## src/rtl/div_pkg.sv

```systemverilog
// rtl/div_pkg.sv - shared state encoding and sizing helper for the restoring divider
//
// Purpose: one place for the FSM state encoding and the iteration-counter
// width, so the controller and any future sibling arithmetic units agree.
// Ports: none (package).
package div_pkg;

   localparam logic [1:0] ST_IDLE  = 2'b00;
   localparam logic [1:0] ST_SHIFT = 2'b01;
   localparam logic [1:0] ST_SUB   = 2'b10;
   localparam logic [1:0] ST_DONE  = 2'b11;

   typedef enum logic [1:0] {
      IDLE  = ST_IDLE,
      SHIFT = ST_SHIFT,
      SUB   = ST_SUB,
      DONE  = ST_DONE
   } state_t;

   // The counter is loaded with n and counts down to 0, so it must hold n.
   function automatic int cnt_width(input int n);
      return $clog2(n + 1);
   endfunction

endpackage

```

## src/rtl/divider_datapath.sv

```systemverilog
// rtl/divider_datapath.sv - A/Q/M registers, subtractor and shifter of the restoring divider
//
// Purpose: holds the partial remainder A (N+1 bits, MSB is the sign),
// the dividend/quotient shift register Q and the divisor M. The controller
// steers it with one-hot load/shift/sub strobes.
// Ports:
//   clk, rst      clock, asynchronous active-high reset (clears A, Q, M)
//   load          capture dividend/divisor, clear A
//   shift         {A,Q} <<= 1, Q[0] <= 0
//   sub           trial subtract of M from A, restore on negative
//   dividend      operand captured on load
//   divisor       operand captured on load
//   q_sub         Q as it will be after this cycle's sub step
//   rem_sub       low N bits of A as it will be after this cycle's sub step
module divider_datapath #(
   parameter int N = 8
) (
   input  logic         clk,
   input  logic         rst,
   input  logic         load,
   input  logic         shift,
   input  logic         sub,
   input  logic [N-1:0] dividend,
   input  logic [N-1:0] divisor,
   output logic [N-1:0] q_sub,
   output logic [N-1:0] rem_sub
);

   logic [N:0]   a_q, a_d;
   logic [N-1:0] q_q, q_d;
   logic [N-1:0] m_q, m_d;

   logic [N:0]   diff;
   logic         diff_neg;
   logic [N:0]   a_sub;

   // Full N+1-bit subtract: after a shift A can reach 2*M-1, which needs
   // the extra bit, and the borrow lands in diff[N] for the sign test.
   always_comb begin
      diff     = a_q - {1'b0, m_q};
      diff_neg = diff[N];
      a_sub    = diff_neg ? a_q : diff;
      q_sub    = {q_q[N-1:1], ~diff_neg};
      rem_sub  = a_sub[N-1:0];
   end

   always_comb begin
      a_d = a_q;
      q_d = q_q;
      m_d = m_q;
      if (load) begin
         a_d = '0;
         q_d = dividend;
         m_d = divisor;
      end else if (shift) begin
         {a_d, q_d} = {a_q[N-1:0], q_q, 1'b0};
      end else if (sub) begin
         a_d = a_sub;
         q_d = q_sub;
      end
   end

   always_ff @(posedge clk or posedge rst) begin
      if (rst) begin
         a_q <= '0;
         q_q <= '0;
         m_q <= '0;
      end else begin
         a_q <= a_d;
         q_q <= q_d;
         m_q <= m_d;
      end
   end

endmodule

```

## src/rtl/restoring_divider.sv

```systemverilog
// rtl/restoring_divider.sv - sequential unsigned restoring divider, controller and result registers
//
// Purpose: N-bit unsigned divide, one quotient bit per SHIFT+SUB pair.
// A zero divisor short-cuts straight to DONE with quotient=all ones,
// remainder=dividend and div_by_zero set.
// Ports:
//   clk, rst      clock, asynchronous active-high reset
//   start         request, sampled only in IDLE
//   dividend      numerator, captured on the accepting edge
//   divisor       denominator, captured on the accepting edge
//   quotient      registered result, held until the next completion
//   remainder     registered result, held until the next completion
//   done          one-cycle pulse while in DONE
//   busy          high whenever not in IDLE
//   div_by_zero   registered zero-divisor flag, updated with done
module restoring_divider #(
   parameter int N = 8
) (
   input  logic         clk,
   input  logic         rst,
   input  logic         start,
   input  logic [N-1:0] dividend,
   input  logic [N-1:0] divisor,
   output logic [N-1:0] quotient,
   output logic [N-1:0] remainder,
   output logic         done,
   output logic         busy,
   output logic         div_by_zero
);

   import div_pkg::*;

   localparam int CW = cnt_width(N);

   state_t        state_q, state_d;
   logic [CW-1:0] count_q, count_d;
   logic [N-1:0]  quotient_q, quotient_d;
   logic [N-1:0]  remainder_q, remainder_d;
   logic          done_q, done_d;
   logic          busy_q, busy_d;
   logic          dbz_q, dbz_d;

   logic          dp_load, dp_shift, dp_sub;
   logic [N-1:0]  q_sub;
   logic [N-1:0]  rem_sub;

   divider_datapath #(.N(N)) u_datapath (
      .clk      (clk),
      .rst      (rst),
      .load     (dp_load),
      .shift    (dp_shift),
      .sub      (dp_sub),
      .dividend (dividend),
      .divisor  (divisor),
      .q_sub    (q_sub),
      .rem_sub  (rem_sub)
   );

   always_comb begin
      state_d     = state_q;
      count_d     = count_q;
      quotient_d  = quotient_q;
      remainder_d = remainder_q;
      dbz_d       = dbz_q;
      dp_load     = 1'b0;
      dp_shift    = 1'b0;
      dp_sub      = 1'b0;

      case (state_q)
         IDLE: begin
            if (start) begin
               if (divisor != '0) begin
                  dp_load = 1'b1;
                  count_d = CW'(N);
                  state_d = SHIFT;
               end else begin
                  quotient_d  = '1;
                  remainder_d = dividend;
                  dbz_d       = 1'b1;
                  state_d     = DONE;
               end
            end
         end
         SHIFT: begin
            dp_shift = 1'b1;
            count_d  = count_q - CW'(1);
            state_d  = SUB;
         end
         SUB: begin
            dp_sub = 1'b1;
            // count was already decremented in SHIFT, so 0 here means the
            // bit just resolved is the last one.
            if (count_q != '0) begin
               state_d = SHIFT;
            end else begin
               quotient_d  = q_sub;
               remainder_d = rem_sub;
               dbz_d       = 1'b0;
               state_d     = DONE;
            end
         end
         DONE: begin
            state_d = IDLE;
         end
         default: begin
            state_d = IDLE;
         end
      endcase

      done_d = (state_d == DONE);
      busy_d = (state_d != IDLE);
   end

   always_ff @(posedge clk or posedge rst) begin
      if (rst) begin
         state_q     <= IDLE;
         count_q     <= '0;
         quotient_q  <= '0;
         remainder_q <= '0;
         done_q      <= 1'b0;
         busy_q      <= 1'b0;
         dbz_q       <= 1'b0;
      end else begin
         state_q     <= state_d;
         count_q     <= count_d;
         quotient_q  <= quotient_d;
         remainder_q <= remainder_d;
         done_q      <= done_d;
         busy_q      <= busy_d;
         dbz_q       <= dbz_d;
      end
   end

   assign quotient    = quotient_q;
   assign remainder   = remainder_q;
   assign done        = done_q;
   assign busy        = busy_q;
   assign div_by_zero = dbz_q;

endmodule
```

## config.mk

```make
export PLATFORM = sky130hd
export DESIGN_NAME = restoring_divider
export DESIGN_NICKNAME = d
export VERILOG_FILES = /design/src/rtl/div_pkg.sv /design/src/rtl/divider_datapath.sv /design/src/rtl/restoring_divider.sv
export SDC_FILE = /design/constraint.sdc
export NUM_CORES = 1
export LEC_CHECK = 0
export CAP_MARGIN = 20
export CORE_AREA = 5 5 93 73
export CTS_BUF_LIST = sky130_fd_sc_hd__clkbuf_2
export CTS_CLUSTER_SIZE = 30
export DETAILED_ROUTE_END_ITERATION = 7
export DIE_AREA = 0 0 98 78
export HOLD_SLACK_MARGIN = 0.15
export PLACE_DENSITY = 0.68
export SYNTH_ARGS = -nofsm -noshare
export SYNTH_HDL_FRONTEND = slang
export SYNTH_SLANG_ARGS = --single-unit
```

## constraint.sdc

```tcl
create_clock -name clk -period 3.6 [get_ports clk]
set_clock_uncertainty 0.2 [all_clocks]
set_input_delay 0.72 -clock clk [delete_from_list [all_inputs] [get_ports clk]]
set_output_delay 0.72 -clock clk [all_outputs]
set_load 0.02 [all_outputs]
```

== Yosys cells after proc, flatten, opt, wreduce, memory -nomap -nowiden ==
Index checks and enable logic that the tools add are counted.
Storage, ports and cells
  input bits: 19
  flip-flop bits (word level): 50
  bits in read-only memories: 0
  latch bits: 0
  output and inout port bits: 19
  bits in writable memories: 0
  memories kept: 0
Cells by class
  reductions and logical operators: 11
  bitwise gates (word level): 1
  div/mod/pow operators: 0
  shift-type cells: 0
  equality and inequality tests: 9
  add/sub/neg operators: 2
  multipliers: 0
  magnitude comparators: 0
  muxes and demuxes: 31
Operators by type and width (count)
  $mux W8: 8
  $mux W9: 4
  $pmux W8 S2: 2
  $mux W1: 9
  $sub A9 B8 Y9: 1
  $mux W4: 2
  $ne A2 B2 Y1 const B: 4
  $pmux W2 S4: 1
  $pmux W4 S2: 1
  $reduce_bool A2 Y1: 4
  $reduce_bool A8 Y1: 1
  $eq A2 B2 Y1 const B: 3
  $mux W2: 3
  $reduce_and A4 Y1: 1
  $reduce_bool A4 Y1: 1
  $sub A4 B1 Y4 const B: 1
  $ne A3 B3 Y1 const B: 1
  $reduce_and A3 Y1: 1
  $reduce_bool A3 Y1: 1
  $eq A2 B1 Y1 const B: 1
  $logic_not A2 Y1: 1
  $pmux W1 S2: 1
  $reduce_and A2 Y1: 1
  $not A1 Y1: 1

== Longest topological paths before layout ==
  depth in word-level cells: 6
  depth in mapped cells: 11
  mapped depth without buffers: 10

== Hierarchy ==
From an unflattened synthesis, not the netlist that was laid out.
Unflattened totals
  cells, all modules: 302
  area total of the unflattened synthesis: 3026.7 µm²
Modules (own cells, without submodules)
  divider_datapath: area each 1759.2 µm², instances 1, cells each 204
  restoring_divider: area each 1267.5 µm², instances 1, cells each 98

== Least setup slack after synthesis ==
No wires, ideal clock.
  kind: register to register
  start: register u_datapath.a_q[0]
  end: register remainder_q[7] (netlist: remainder[7])
  arrival: 2.288 ns
  clock period less this slack: 2.609 ns
  stages on the path, launching flop included: 11
  required time: 3.278 ns
  slack: 0.991 ns
  setup time: 0.122 ns
  path through: dfrtp_1 inv_1 ha_1 inv_1 fa_1 a211oi_1 nor3_1 mux2_2 a21o_1 o21bai_1 a32o_1
On the way
  cells in the longest elaborated chain, start to end: 4
RTL lines
  from (decl): RTL line divider_datapath.sv:29  | logic [N:0] a_q, a_d;
  from (signal assigned): RTL line divider_datapath.sv:65  | a_q <= '0;
  from (signal assigned): RTL line divider_datapath.sv:69  | a_q <= a_d;
  $sub A9 B8 Y9: RTL line divider_datapath.sv:40  | diff = a_q - {1'b0, m_q};
  $mux W9: RTL line divider_datapath.sv:42  | a_sub = diff_neg ? a_q : diff;
  $mux W8: RTL line restoring_divider.sv:93  | if (count_q != '0) begin
  $pmux W8 S2: RTL line restoring_divider.sv:69  | case (state_q)
  to (signal assigned): RTL line restoring_divider.sv:127  | remainder_q <= remainder_d;
  to (decl): RTL line restoring_divider.sv:38  | logic [N-1:0] remainder_q, remainder_d;
Every way passes these cells. The select of a mux whose other input is x is not followed.
A chain may end at the register's enable or synchronous reset.

== Final worst setup path ==
Ends and elaborated chain as after synthesis.

==> out/metrics.yaml <==
wirelength_um: 6054
irDropWorstVdd_mv: 0.3299
slowest_delay_ns: 0.48
critPathKind: "register to register"
cp_common_cell: "inv_1"
synth-warning-count: 0
cts_tree: "built"
rr_worst_depth: 10
antenna_found_initial: 0
firstDrtPassIters: 4
post_cts.repair.setup_buffers: 0
finalSetupViolCount: 0
rr_endpoint: "remainder[7]$_DFFE_PP0P_"
die_y_um: 78
timing.slew.headroom_pct: 41.97
hold_path.class: "input pin to async pin"
rsz0062_at_grt: "false"
synth_area_sq_mm: 0.002589
period_minus_slack_ns: 3.160
timing.fmax_mhz: 316.5
clock_sinks: 50
drc: 0
instances_no_fill: 380
grt_pass1_wl_um: 10110
finalHoldViolations: 0
cts_hold_buffers: 0
startpoint_type: "register"
drt_iter0_drc: 202
syn-num-nets: 293
slew_viol_final: 0
critPathTopFamily: "simple AND/OR/NAND/NOR gates"
avgRoutedWirePerCell_um: 15.93
powerDensity_mw_per_mm2: 853.7
ys_seq_area_share_pct: 48.33
cp-end-kind: "register"
whs_ns: 0.2582
post-route-period-util_pct: 87.76
cp_slowest_cell: "dfrtp_1"
cts.htree.levels: 2
crit_required_ns: 3.76
io_buffers: 37
synthFlopType: "dfrtp_1"
crit_buf_inv: 2
cap_violations: 0
clk-insertion-delay-late_ns: 0.43
grt_pass1_vias: 2048
status: "complete, no violations"
syn_area_per_cell_sq_um: 9.843
clk_pin_slew_ns: 0.26
cts_buffer_depth: 2
cts_resized: 0
diodes: 0
critPathArrivalTime_ns: 3.32
grt_max_degree: 27
final_common_cell: "dfrtp_1"
crit_chain: "inv_1, ha_1, inv_1, fa_1, a211oi_1, nor3_1, mux2_2, nand2_1, or3_1, a32o_1"
cts_made_buffers: 5
initial_core_util_pct: 45.14
reg2reg_from: "u_datapath.a_q[0]$_DFFE_PP0P_"
drive_gt1_share_pct: 6.954
synth.distinct_cells: 49
cts_root_buf: "clkbuf_2"
die_w_um: 98
syn_to_final_growth_pct: 19.09
async_flop_share_pct: 100.0
rows: 24
fin_nets: 331
synth-seq-cells: 50
dieArea_sq_mm: 0.007644
finalSetupTns_ns: 0
ioPinCount: 38
r2r_slack_ns: 0.44
synth_edf_count: 0
globalRouteTotalUtil_pct: 16.24
tightest_slew_ns: 0.8704
antenna_left: 0
viasPerCell: 5.474
overflow: 0
final_cell_mix: "dfrtp_1, clkdlybuf4s50_1, nand2_1, a21oi_1, inv_1"
placed_area_sq_mm: 0.003037
syn-instance-count: 263
place_congestion: 0.8193
cp_max_fo: 13
n_fill_cell: 529
final_area_sq_mm: 0.003083
coreArea_sq_mm: 0.005736
vias: 2080
place_inst: 372
hpwl_um: 4517
leakagePower_nw: 1.360
fin_util_pct: 53.75
[stage by stage]
stage	setup WS, ns	power, mW
final	0.4405	2.632
after floorplan	0.9909	1.954
after CTS	0.4346	2.635
after detailed placement	0.3264	2.396
after global routing	0.1889	2.866
after global placement	0.3903	2.364
[sequential cells by signal, summed over array words and instances (netlist names)]
name,cells
u_datapath.a_q,9
quotient,8
remainder,8
u_datapath.m_q,8
u_datapath.q_q,8
count_q,4
state_q,2
busy,1
div_by_zero,1
done,1
[per-layer routing]
| metal | GRT usage, % | share of wire, % | vias up |
|---|---|---|---|
| met4 | 2.490 | 0.35 | 0 |
| met1 | 24.69 | 51 | 986 |
| li1 | - | - | 1023 |
| met3 | 3.495 | 5.8 | 4 |
| met5 | 0 | 0 | - |
| met2 | 24.18 | 43 | 67 |
[Yosys cell counts, types with 3 or more instances]
library cell	instances	share of area, %
a22oi_1	6	1.7
ha_1	10	4.8
a21oi_1	20	3.9
buf_2	4	0.77
nand3_1	5	0.97
mux2_2	3	1.3
clkbuf_1	6	0.87
nor3b_1	3	0.87
dfrtp_1	50	48
o21ai_0	11	2.1
or2_0	5	1.2
a222oi_1	7	2.7
nor2b_1	3	0.73
inv_1	20	2.9
xor2_1	6	2.0
o21ai_1	3	0.58
nand2b_1	4	0.97
nor3_1	11	2.1
nand2_1	24	3.5
nor2_1	13	1.9
o22a_1	8	2.7
o31ai_1	5	1.5
[layout make-up]
cell class / instances / area, sq um / area share [%]
Sequential cell: 50 / 1251 / 40.58
Multi-Input combinational cell: 180 / 1194 / 38.72
Timing Repair Buffer: 43 / 415.4 / 13.47
Tap cell: 78 / 97.59 / 3.166
Inverter: 21 / 78.83 / 2.557
Clock buffer: 5 / 25.02 / 0.8117
Clock inverter: 3 / 21.27 / 0.6899
[power breakdown]
group          internal, mW  switching (mW)  total (mW)
logic                 0.626           0.804        1.43
clock network        0.0479           0.189       0.236
registers             0.793           0.173       0.966
[worst max path at each step]
stage,start,end,slack (ns),cells after the start
4_1_cts,u_datapath.a_q[0]$_DFFE_PP0P_,remainder[7]$_DFFE_PP0P_,0.43,10
2_1_floorplan,u_datapath.a_q[0]$_DFFE_PP0P_,remainder[7]$_DFFE_PP0P_,0.99,10
5_1_grt,u_datapath.a_q[0]$_DFFE_PP0P_,remainder[7]$_DFFE_PP0P_,0.19,10
3_3_place_gp,divisor[0],u_datapath.q_q[1]$_DFFE_PP0P_,0.39,6
3_5_place_dp,divisor[0],u_datapath.a_q[8]$_DFFE_PP0P_,0.33,7
6_report,u_datapath.a_q[0]$_DFFE_PP0P_,remainder[7]$_DFFE_PP0P_,0.44,10
[cells by family after synthesis]
| kind of cell | synth area share [%] |
|---|---|
| buf+inv | 5.558 |
| xor+xnor | 2.368 |
| mux | 1.692 |
| fa+ha+maj | 5.607 |
| flops | 48.33 |
| simple gates | 15.56 |
| compound gates | 20.88 |
Note: power is estimated with default switching activity, not from simulation.
